File: config.mk
export PLATFORM = sky130hd
export DESIGN_NAME = bh_run_ctrl_flat
export DESIGN_NICKNAME = d
export VERILOG_FILES = /design/src/rtl/bh_run_ctrl_if.sv /design/src/rtl/bh_run_ctrl.sv /design/src/flat_wrapper.sv
export SDC_FILE = /design/constraint.sdc
export NUM_CORES = 1
export LEC_CHECK = 0
export CAP_MARGIN = 20
export CORE_ASPECT_RATIO = 0.7
export CORE_MARGIN = 5
export CORE_UTILIZATION = 45
export DETAILED_ROUTE_END_ITERATION = 8
export MAX_ROUTING_LAYER = met4
export PLACE_DENSITY = 0.83
export SLEW_MARGIN = 40
export SYNTH_ARGS = -nofsm -noshare
export SYNTH_HDL_FRONTEND = slang
export SYNTH_SLANG_ARGS = --single-unit
export TNS_END_PERCENT = 50
File: constraint.sdc
create_clock -name i_clock -period 3.3 [get_ports i_clock]
set_clock_uncertainty 0.2 [all_clocks]
set_input_delay 0.66 -clock i_clock [delete_from_list [all_inputs] [get_ports i_clock]]
set_output_delay 0.66 -clock i_clock [all_outputs]
set_load 0.1 [all_outputs]
File: src/rtl/bh_run_ctrl_if.sv
// Host instruction stream for bh_run_ctrl: one instruction per valid/ready beat,
// with a last flag on the final instruction of the program.
interface bh_run_ctrl_if #(
    parameter int unsigned INSTR_W = 3
);
    logic               in_valid;
    logic [INSTR_W-1:0] in_data;
    logic               in_last;
    logic               in_ready;

    modport master (output in_valid, output in_data, output in_last, input in_ready);
    modport slave  (input in_valid, input in_data, input in_last, output in_ready);
endinterface

File: src/rtl/bh_run_ctrl.sv
// Run controller for the brainhack core: loads the program, zeroes the tape,
// then runs the core until its PC leaves the program or the cycle budget is spent.
module bh_run_ctrl #(
    parameter int unsigned INSTR_W = 3,
    parameter int unsigned PRG_AW  = 8,
    parameter int unsigned TAPE_AW = 8,
    parameter int unsigned TAPE_DW = 8,
    parameter int unsigned CYC_W   = 16
) (
    input  logic               i_clock,
    input  logic               i_reset,
    input  logic               i_start,
    bh_run_ctrl_if.slave       host,
    output logic               o_prg_we,
    output logic [PRG_AW-1:0]  o_prg_addr,
    output logic [INSTR_W-1:0] o_prg_data,
    output logic               o_tape_we,
    output logic [TAPE_AW-1:0] o_tape_addr,
    output logic [TAPE_DW-1:0] o_tape_data,
    input  logic [PRG_AW-1:0]  i_core_pc,
    output logic               o_core_rst,
    output logic               o_core_en,
    input  logic [CYC_W-1:0]   i_cycle_limit,
    output logic [PRG_AW-1:0]  o_prg_len,
    output logic               o_busy,
    output logic               o_done,
    output logic               o_timeout
);

    typedef enum logic [2:0] {
        ST_IDLE,
        ST_LOAD,
        ST_CLEAR,
        ST_RUN,
        ST_HALT
    } state_e;

    localparam logic [PRG_AW-1:0]  LEN_MAX  = '1;
    localparam logic [PRG_AW-1:0]  LAST_IDX = LEN_MAX - PRG_AW'(1);
    localparam logic [TAPE_AW-1:0] TAPE_END = '1;
    localparam logic [CYC_W-1:0]   CYC_SAT  = '1;

    state_e               state_q, state_d;
    logic                 prg_we_q, prg_we_d;
    logic [PRG_AW-1:0]    prg_addr_q, prg_addr_d;
    logic [INSTR_W-1:0]   prg_data_q, prg_data_d;
    logic                 tape_we_q, tape_we_d;
    logic [TAPE_AW-1:0]   tape_addr_q, tape_addr_d;
    logic [PRG_AW-1:0]    prg_len_q, prg_len_d;
    logic [CYC_W-1:0]     cyc_q, cyc_d;
    logic                 core_rst_q, core_rst_d;
    logic                 core_en_q, core_en_d;
    logic                 busy_q, busy_d;
    logic                 done_q, done_d;
    logic                 timeout_q, timeout_d;
    logic                 in_ready_c;
    logic                 beat_c;
    logic [CYC_W:0]       cyc_inc_c;

    // Next-state and registered-output logic
    always_comb begin
        state_d     = state_q;
        prg_we_d    = 1'b0;
        prg_addr_d  = prg_addr_q;
        prg_data_d  = prg_data_q;
        tape_we_d   = 1'b0;
        tape_addr_d = tape_addr_q;
        prg_len_d   = prg_len_q;
        cyc_d       = cyc_q;
        timeout_d   = timeout_q;
        in_ready_c  = (state_q == ST_LOAD) && (prg_len_q != LEN_MAX);
        beat_c      = in_ready_c && host.in_valid;
        // One extra bit so a saturated counter can never alias onto the limit
        cyc_inc_c   = {1'b0, cyc_q} + (CYC_W + 1)'(1);

        case (state_q)
            ST_IDLE, ST_HALT: begin
                if (i_start) begin
                    state_d   = ST_LOAD;
                    prg_len_d = '0;
                    timeout_d = 1'b0;
                end
            end
            ST_LOAD: begin
                if (beat_c) begin
                    prg_we_d   = 1'b1;
                    prg_addr_d = prg_len_q;
                    prg_data_d = host.in_data;
                    prg_len_d  = prg_len_q + PRG_AW'(1);
                    if (host.in_last || (prg_len_q == LAST_IDX)) begin
                        state_d     = ST_CLEAR;
                        tape_we_d   = 1'b1;
                        tape_addr_d = '0;
                    end
                end
            end
            ST_CLEAR: begin
                if (tape_addr_q == TAPE_END) begin
                    state_d = ST_RUN;
                    cyc_d   = '0;
                end else begin
                    tape_we_d   = 1'b1;
                    tape_addr_d = tape_addr_q + TAPE_AW'(1);
                end
            end
            ST_RUN: begin
                if (cyc_q != CYC_SAT) begin
                    cyc_d = cyc_inc_c[CYC_W-1:0];
                end
                // PC completion takes priority over budget expiry
                if (i_core_pc == prg_len_q) begin
                    state_d   = ST_HALT;
                    timeout_d = 1'b0;
                end else if ((i_cycle_limit != '0) && (cyc_inc_c == {1'b0, i_cycle_limit})) begin
                    state_d   = ST_HALT;
                    timeout_d = 1'b1;
                end
            end
            default: state_d = ST_IDLE;
        endcase

        busy_d     = (state_d == ST_LOAD) || (state_d == ST_CLEAR) || (state_d == ST_RUN);
        core_en_d  = (state_d == ST_RUN);
        core_rst_d = !core_en_d;
        done_d     = (state_d == ST_HALT);
    end

    always_ff @(posedge i_clock or posedge i_reset) begin
        if (i_reset) begin
            state_q     <= ST_IDLE;
            prg_we_q    <= 1'b0;
            prg_addr_q  <= '0;
            prg_data_q  <= '0;
            tape_we_q   <= 1'b0;
            tape_addr_q <= '0;
            prg_len_q   <= '0;
            cyc_q       <= '0;
            core_rst_q  <= 1'b1;
            core_en_q   <= 1'b0;
            busy_q      <= 1'b0;
            done_q      <= 1'b0;
            timeout_q   <= 1'b0;
        end else begin
            state_q     <= state_d;
            prg_we_q    <= prg_we_d;
            prg_addr_q  <= prg_addr_d;
            prg_data_q  <= prg_data_d;
            tape_we_q   <= tape_we_d;
            tape_addr_q <= tape_addr_d;
            prg_len_q   <= prg_len_d;
            cyc_q       <= cyc_d;
            core_rst_q  <= core_rst_d;
            core_en_q   <= core_en_d;
            busy_q      <= busy_d;
            done_q      <= done_d;
            timeout_q   <= timeout_d;
        end
    end

    assign host.in_ready = in_ready_c;
    assign o_prg_we      = prg_we_q;
    assign o_prg_addr    = prg_addr_q;
    assign o_prg_data    = prg_data_q;
    assign o_tape_we     = tape_we_q;
    assign o_tape_addr   = tape_addr_q;
    assign o_tape_data   = '0;
    assign o_core_rst    = core_rst_q;
    assign o_core_en     = core_en_q;
    assign o_prg_len     = prg_len_q;
    assign o_busy        = busy_q;
    assign o_done        = done_q;
    assign o_timeout     = timeout_q;

endmodule

File: src/flat_wrapper.sv
// flat-port wrapper written by rule: the top's interface ports become plain ports
module bh_run_ctrl_flat 
#(
    parameter int unsigned INSTR_W = 3,
    parameter int unsigned PRG_AW  = 8,
    parameter int unsigned TAPE_AW = 8,
    parameter int unsigned TAPE_DW = 8,
    parameter int unsigned CYC_W   = 16
)
  (i_clock, i_reset, i_start, o_prg_we, o_prg_addr, o_prg_data, o_tape_we, o_tape_addr, o_tape_data, i_core_pc, o_core_rst, o_core_en, i_cycle_limit, o_prg_len, o_busy, o_done, o_timeout, host_in_valid, host_in_data, host_in_last, host_in_ready);
  bh_run_ctrl_if #(.INSTR_W(INSTR_W)) host_i ();
  input  logic i_clock;
  input  logic i_reset;
  input  logic i_start;
  output logic o_prg_we;
  output logic [PRG_AW-1:0] o_prg_addr;
  output logic [INSTR_W-1:0] o_prg_data;
  output logic o_tape_we;
  output logic [TAPE_AW-1:0] o_tape_addr;
  output logic [TAPE_DW-1:0] o_tape_data;
  input  logic [PRG_AW-1:0] i_core_pc;
  output logic o_core_rst;
  output logic o_core_en;
  input  logic [CYC_W-1:0] i_cycle_limit;
  output logic [PRG_AW-1:0] o_prg_len;
  output logic o_busy;
  output logic o_done;
  output logic o_timeout;
  input wire logic [$bits(host_i.in_valid)-1:0] host_in_valid;
  input wire logic [$bits(host_i.in_data)-1:0] host_in_data;
  input wire logic [$bits(host_i.in_last)-1:0] host_in_last;
  output wire logic [$bits(host_i.in_ready)-1:0] host_in_ready;
  assign host_i.in_valid = host_in_valid;
  assign host_i.in_data = host_in_data;
  assign host_i.in_last = host_in_last;
  assign host_in_ready = host_i.in_ready;
  bh_run_ctrl #(.INSTR_W(INSTR_W), .PRG_AW(PRG_AW), .TAPE_AW(TAPE_AW), .TAPE_DW(TAPE_DW), .CYC_W(CYC_W)) u_core (.i_clock(i_clock), .i_reset(i_reset), .i_start(i_start), .host(host_i), .o_prg_we(o_prg_we), .o_prg_addr(o_prg_addr), .o_prg_data(o_prg_data), .o_tape_we(o_tape_we), .o_tape_addr(o_tape_addr), .o_tape_data(o_tape_data), .i_core_pc(i_core_pc), .o_core_rst(o_core_rst), .o_core_en(o_core_en), .i_cycle_limit(i_cycle_limit), .o_prg_len(o_prg_len), .o_busy(o_busy), .o_done(o_done), .o_timeout(o_timeout));
endmodule
==> After elaboration in Yosys (flattened, before gate mapping) <==
Index checks and enable logic that the tools add are counted.
{ "word_totals": {"input_bits": 32, "out_inout_bits": 43, "regBits": 53, "wordCells": 83} }
{ "op_classes": {"reduce_logical": 19, "eq_ne": 21, "mux": 27, "add_sub_neg": 3} }
{ "ops": {"columns": ["op", "count"], "rows": [
  ["$mux 8", 5],
  ["$mux 16", 2],
  ["$pmux 16 s2", 1],
  ["$pmux 8 s2", 2],
  ["$mux 3", 6],
  ["$add 16x1->17 const B", 1],
  ["$eq 17x16->1", 1],
  ["$add 8x1->8 const B", 2],
  ["$eq 8x8->1 const B", 2],
  ["$ne 16x16->1 const B", 1],
  ["$reduce_bool 16->1", 1],
  ["$eq 3x2->1 const B", 4],
  ["$pmux 3 s4", 1],
  ["$reduce_and 3->1", 3],
  ["$eq 8x8->1", 1],
  ["$mux 1", 8],
  ["$ne 8x8->1 const B", 1],
  ["$reduce_bool 2->1", 4],
  ["$eq 3x1->1 const B", 2],
  ["$eq 3x3->1 const B", 2],
  ["$ne 2x1->1 const B", 3],
  ["$ne 2x2->1 const B", 3],
  ["$pmux 1 s2", 2],
  ["$reduce_and 4->1", 1],
  ["7 further kinds", 11]
]} }

==> Depth between registers and ports, before layout <==
{ "logic_depth": {"depth_word": 9, "ltp_mapped": 8, "depth_no_buf": 8} }

==> Least setup slack after synthesis <==
Ideal clock, no wire load.
{ "synth_timing": {"kind": "register to register", "startpoint": "register u_core.prg_len_q[4], in the netlist u_core.o_prg_len[4]", "endpoint": "register u_core.tape_addr_q[0], in the netlist u_core.o_tape_addr[0]", "slack_ns": -1.030, "path_stages_with_launch": 8, "required_time_ns": 2.932, "period_less_slack_ns": 4.330, "t_arrival_ns": 3.961, "path_buffers": 0, "cell_sequence": "dfrtp_1 > and3_1 > and3_1 > a31oi_1 > nand2_1 > nor2_2 > o21a_1 > a21oi_1"} }
{ "synth_between": {"elab_chain_cells": 5, "elab_cells_between_ends": 8, "cone_classes": "4 x eq/ne; 4 x reduce/logical"} }
{ "synth_rtl": {"columns": ["element", "line_no", "text"], "rows": [
  ["start, declared", "bh_run_ctrl.sv:49", "logic [PRG_AW-1:0] prg_len_q, prg_len_d;"],
  ["start signal, assigned", "bh_run_ctrl.sv:150", "prg_len_q <= prg_len_d;"],
  ["$ne 8x8->1", "bh_run_ctrl.sv:71", "in_ready_c = (state_q == ST_LOAD) && (prg_len_q != LEN_MAX);"],
  ["$logic_and 1x1->1", "bh_run_ctrl.sv:71", null],
  ["via host_in_ready", "flat_wrapper.sv:32", "output wire logic [$bits(host_i.in_ready)-1:0] host_in_ready;"],
  ["$logic_and 1x1->1", "bh_run_ctrl.sv:72", "beat_c = in_ready_c && host.in_valid;"],
  ["$ne 2x1->1 (no line)", null, null],
  ["$reduce_and 4->1 (no line)", null, null],
  ["end signal, assigned", "bh_run_ctrl.sv:149", "tape_addr_q <= tape_addr_d;"],
  ["end, declared", "bh_run_ctrl.sv:48", "logic [TAPE_AW-1:0] tape_addr_q, tape_addr_d;"]
]} }
The timed path passes the listed nets, and every way through them passes these cells.
A chain may end at the register's enable or synchronous reset.

==> Final worst setup path <==
{ "layout_timing": {"startpoint": "register u_core.cyc_q[0]", "endpoint": "register u_core.state_q[0]"} }
{ "layout_between": {"elab_chain_cells": 6} }
{ "layout_rtl": {"columns": ["element", "line_no", "text"], "rows": [
  ["start, declared", "bh_run_ctrl.sv:50", "logic [CYC_W-1:0] cyc_q, cyc_d;"],
  ["start signal, assigned", "bh_run_ctrl.sv:151", "cyc_q <= cyc_d;"],
  ["$add 16x1->17", "bh_run_ctrl.sv:74", "cyc_inc_c = {1'b0, cyc_q} + (CYC_W + 1)'(1);"],
  ["$eq 17x16->1", "bh_run_ctrl.sv:114", "end else if ((i_cycle_limit != '0) && (cyc_inc_c == {1'b0, i_cycle_limit})) begin"],
  ["$logic_and 1x1->1", "bh_run_ctrl.sv:114", null],
  ["$mux 3", "bh_run_ctrl.sv:114", null],
  ["$mux 3", "bh_run_ctrl.sv:111", "if (i_core_pc == prg_len_q) begin"],
  ["$pmux 3 s4", "bh_run_ctrl.sv:76", "case (state_q)"],
  ["via u_core.state_d[0]", "bh_run_ctrl.sv:43", "state_e state_q, state_d;"],
  ["end signal, assigned", "bh_run_ctrl.sv:144", "state_q <= state_d;"],
  ["end, declared", "bh_run_ctrl.sv:43", null]
]} }
The timed path passes the listed nets, and every way through them passes these cells.

==> summary.md <==
| Metric | Value |
|---|---|
| Status | completed |
| PwrDens | around 760 nW/µm² |
| Wirelength, routed | a little over 8 mm |
| Die area | just under 9000 µm² |
| GR Util All Layers | 20.1% |
| Synthesized instance count | 349 |
| Hold_ws | 0.286 ns |
| Leading cell types in the layout, fill and taps excluded | nand2_1, dfrtp_1, buf_4, nor2_1, clkdlybuf4s50_1 |
| Synth area leaders | dfrtp_1, xnor2_1, nand2_1 |
| Worst hold path class | register to register |
| YS warnings | 0 |
| Ant diodes | 0 |
| Slew @ Worst Pin | between 0.7 and 0.8 ns |
| Rel. slew slack | 50.0% |
| Crit Path Class | register to register |
| Worst path arrival time | slightly below 3 ns |
| # hold bufs at CTS | 0 |
| Die Y | roughly 80 µm |
| Port Buffers | 66 |
| Via count of the routed design | around 2.8k |
| Commonest non-fill, non-tap cell in the layout | nand2_1 |
| Ports | 75 |
| Req. time, crit path | between 3 and 4 ns |
| Vias in the first global route | 2661 |
| DP Wirelength | ~6.3 mm |
| Slew Limit Fails | 0 |
| Overflow after GRT | 0 |
| CTS root buffer | clkbuf_8 |
| Largest net degree at the start of global routing | 54 |
| Initial core utilization | between 40% and 50% |
| First-pass GRT wire length | 13.4 mm |
| Yosys reg bits | 53 |
| Syn avg cell area | roughly 9 µm² |
| DR pass1 iterations | 5 |
| Max Clk Rate | about 340 MHz |
| Die width | 110 µm |
| Final worst-path cycle share | roughly nine tenths |
| CP max stage cell | dfrtp_1 |
| CP Launch Type | register |
| # rows | 25 |
| Total CTS buffers | 5 |
| Setup bufs post-CTS | 0 |
| Setup TNS | 0 ns |
| Final net count | 453 |
| Wirelength per Cell | between 15 and 20 µm |
| Final setup fails | 0 |
| Leakage | between 0.0015 and 0.002 µW |
| CP cell instances | ha_1 > nand3_2 > nor3_1 > xnor2_1 > nand4b_1 > nor3b_1 > nor4b_4 > o211ai_1 |
| Worst Setup End Kind | register |
| Synth unique cells | 56 |
| # clock sinks | 53 |
| Htree depth | 2 |
| Largest fanout on the critical path | 9 |
| Drt drc | 0 |
| Post-synthesis sequential area ratio | 42.2% |
| Via density | between 5 and 6 |
| Fin. Hold Viols | 0 |
| Async set or reset register ratio after synthesis | 100% |
| Top cell type by total area after synthesis | dfrtp_1 |
| Main synth FF type | dfrtp_1 |
| Clock transition at the registers of the reported paths | approximately 0.10 ns |
| Share of layout cells above drive strength 1 | 15.8% |
| 1st-iter DRT viols | roughly 230 |
| Remaining antenna violation count after routing | 0 |
| Critical Path Max Stage Delay | around 0.52 ns |
| Clk_lat worst skew | just over 0.3 ns |
| Post-synth EDFFs | 0 |
| Initial antenna violation count | 0 |
| Fill cell count | a little over 600 |
| Minimum clock period | between 2 and 3 ns |
| Post-CTS Resized | 0 |
| CORE AREA | 6790 µm² |
| Routability-driven placement congestion ratio | around 1 |
| Area grow syn2layout | 24.0% |
| Clock Tree Buf Depth | 2 |
| Max Cap Viol | 0 |
| Maximum vdd drop | 0.482 mV |
| Post-synthesis instance area | approximately 3100 µm² |
| CTS tree | yes |
| Yosys top cell area share | 41.3% |
| RSZ-0062 raised after global routing | no |
==> per-layer routing <==
layer | global-route usage, % | share of wire, % | vias up
li1 | - | - | 1354
met1 | 27.6 | 47 | 1336
met2 | 31.0 | 46 | 90
met3 | 3.40 | 6.0 | 8
met4 | 4.98 | 0.99 | 0
met5 | - | 0 | -
==> registers in the layout (all words and copies together) (netlist names) <==
register / count
u_core.o_prg_addr: 8
u_core.o_timeout: 1
u_core.o_tape_addr: 8
u_core.o_tape_we: 1
u_core.o_prg_we: 1
u_core.cyc_q: 16
u_core.o_prg_data: 3
u_core.o_core_rst: 1
u_core.o_busy: 1
u_core.o_done: 1
u_core.o_core_en: 1
u_core.o_prg_len: 8
u_core.state_q: 3
==> kinds of logic after synthesis <==
family | after synthesis | synth area share (%)
and+or+nand+nor | 158 | 26.5
AOI/OAI and AO/OA | 66 | 12.9
DFF | 53 | 42.2
xor gates and xnor gates | 44 | 12.7
buffers and inverters | 23 | 4.05
adders and majority gates | 4 | 1.59
other | 1 | 0.119
==> worst max-delay path: cells and delay by family, from the launching register on <==
family          cells  cell delay (ns)
xor+xnor            1             0.22
simple gates        5             1.41
compound gates      1             0.14
fa+ha+maj           1             0.33
flops               1             0.52
==> Yosys cell counts (3+ instances only) <==
cell / n
buf_4: 10
o211ai_1: 3
inv_1: 5
o31ai_1: 10
nand4_1: 16
o21ai_0: 28
dfrtp_1: 52
and3_1: 5
ha_1: 4
o21ai_1: 3
nor3b_1: 3
nor3_1: 3
o21a_1: 3
xnor2_1: 26
nand2_1: 60
xor2_1: 17
nand3_1: 6
buf_2: 3
a21oi_1: 7
nor2_1: 32
nor2b_1: 3
clkbuf_1: 4
a32oi_1: 3
or3_1: 3
nor4_1: 5
==> area by class of cell <==
class	count	area, µm²	area share (%)
multi-input cells	280	1740	44.5
flip-flops and latches	53	1330	34.0
repair buffers	71	611	15.6
well taps	94	118	3.01
clock buffers	5	68.8	1.76
inverters	6	22.5	0.577
clock inverters	3	21.3	0.545
==> power by group <==
group	internal (µW)	switching, µW	total, µW
Combinational	409	1250	1660
Clock	151	218	369
Sequential	786	167	953
==> worst paths after layout <==
| path | cells after the start | end | from | slack, ns |
|---|---|---|---|---|
| worst max-delay path | 8 | u_core.state_q[0] | u_core.cyc_q[0] | 0.33 |
| worst min-delay path | 2 | u_core.o_prg_data[2] | u_core.o_prg_data[2] | 0.29 |
| worst max register to register | 8 | u_core.state_q[0] | u_core.cyc_q[0] | 0.33 |
| worst min register to register | 2 | u_core.o_prg_data[2] | u_core.o_prg_data[2] | 0.29 |
| max in group asynchronous | 3 | u_core.cyc_q[7] | i_reset | 1.81 |
| min in group asynchronous | 3 | u_core.o_prg_addr[7] | i_reset | 0.66 |
==> metrics by stage <==
step,area (µm²),cells,power [µW],util [%],setup slack [ns]
2_1_floorplan,3190,356,2230,-,0.105
3_3_place_gp,3810,504,2590,56.2,0.228
3_5_place_dp,3810,504,2620,56.2,0.174
4_1_cts,3900,512,3000,57.5,0.409
5_1_grt,3900,512,3150,57.5,0.160
6_report,3900,512,2990,57.5,0.334
No activity file was read; power rests on OpenSTA's default activity.
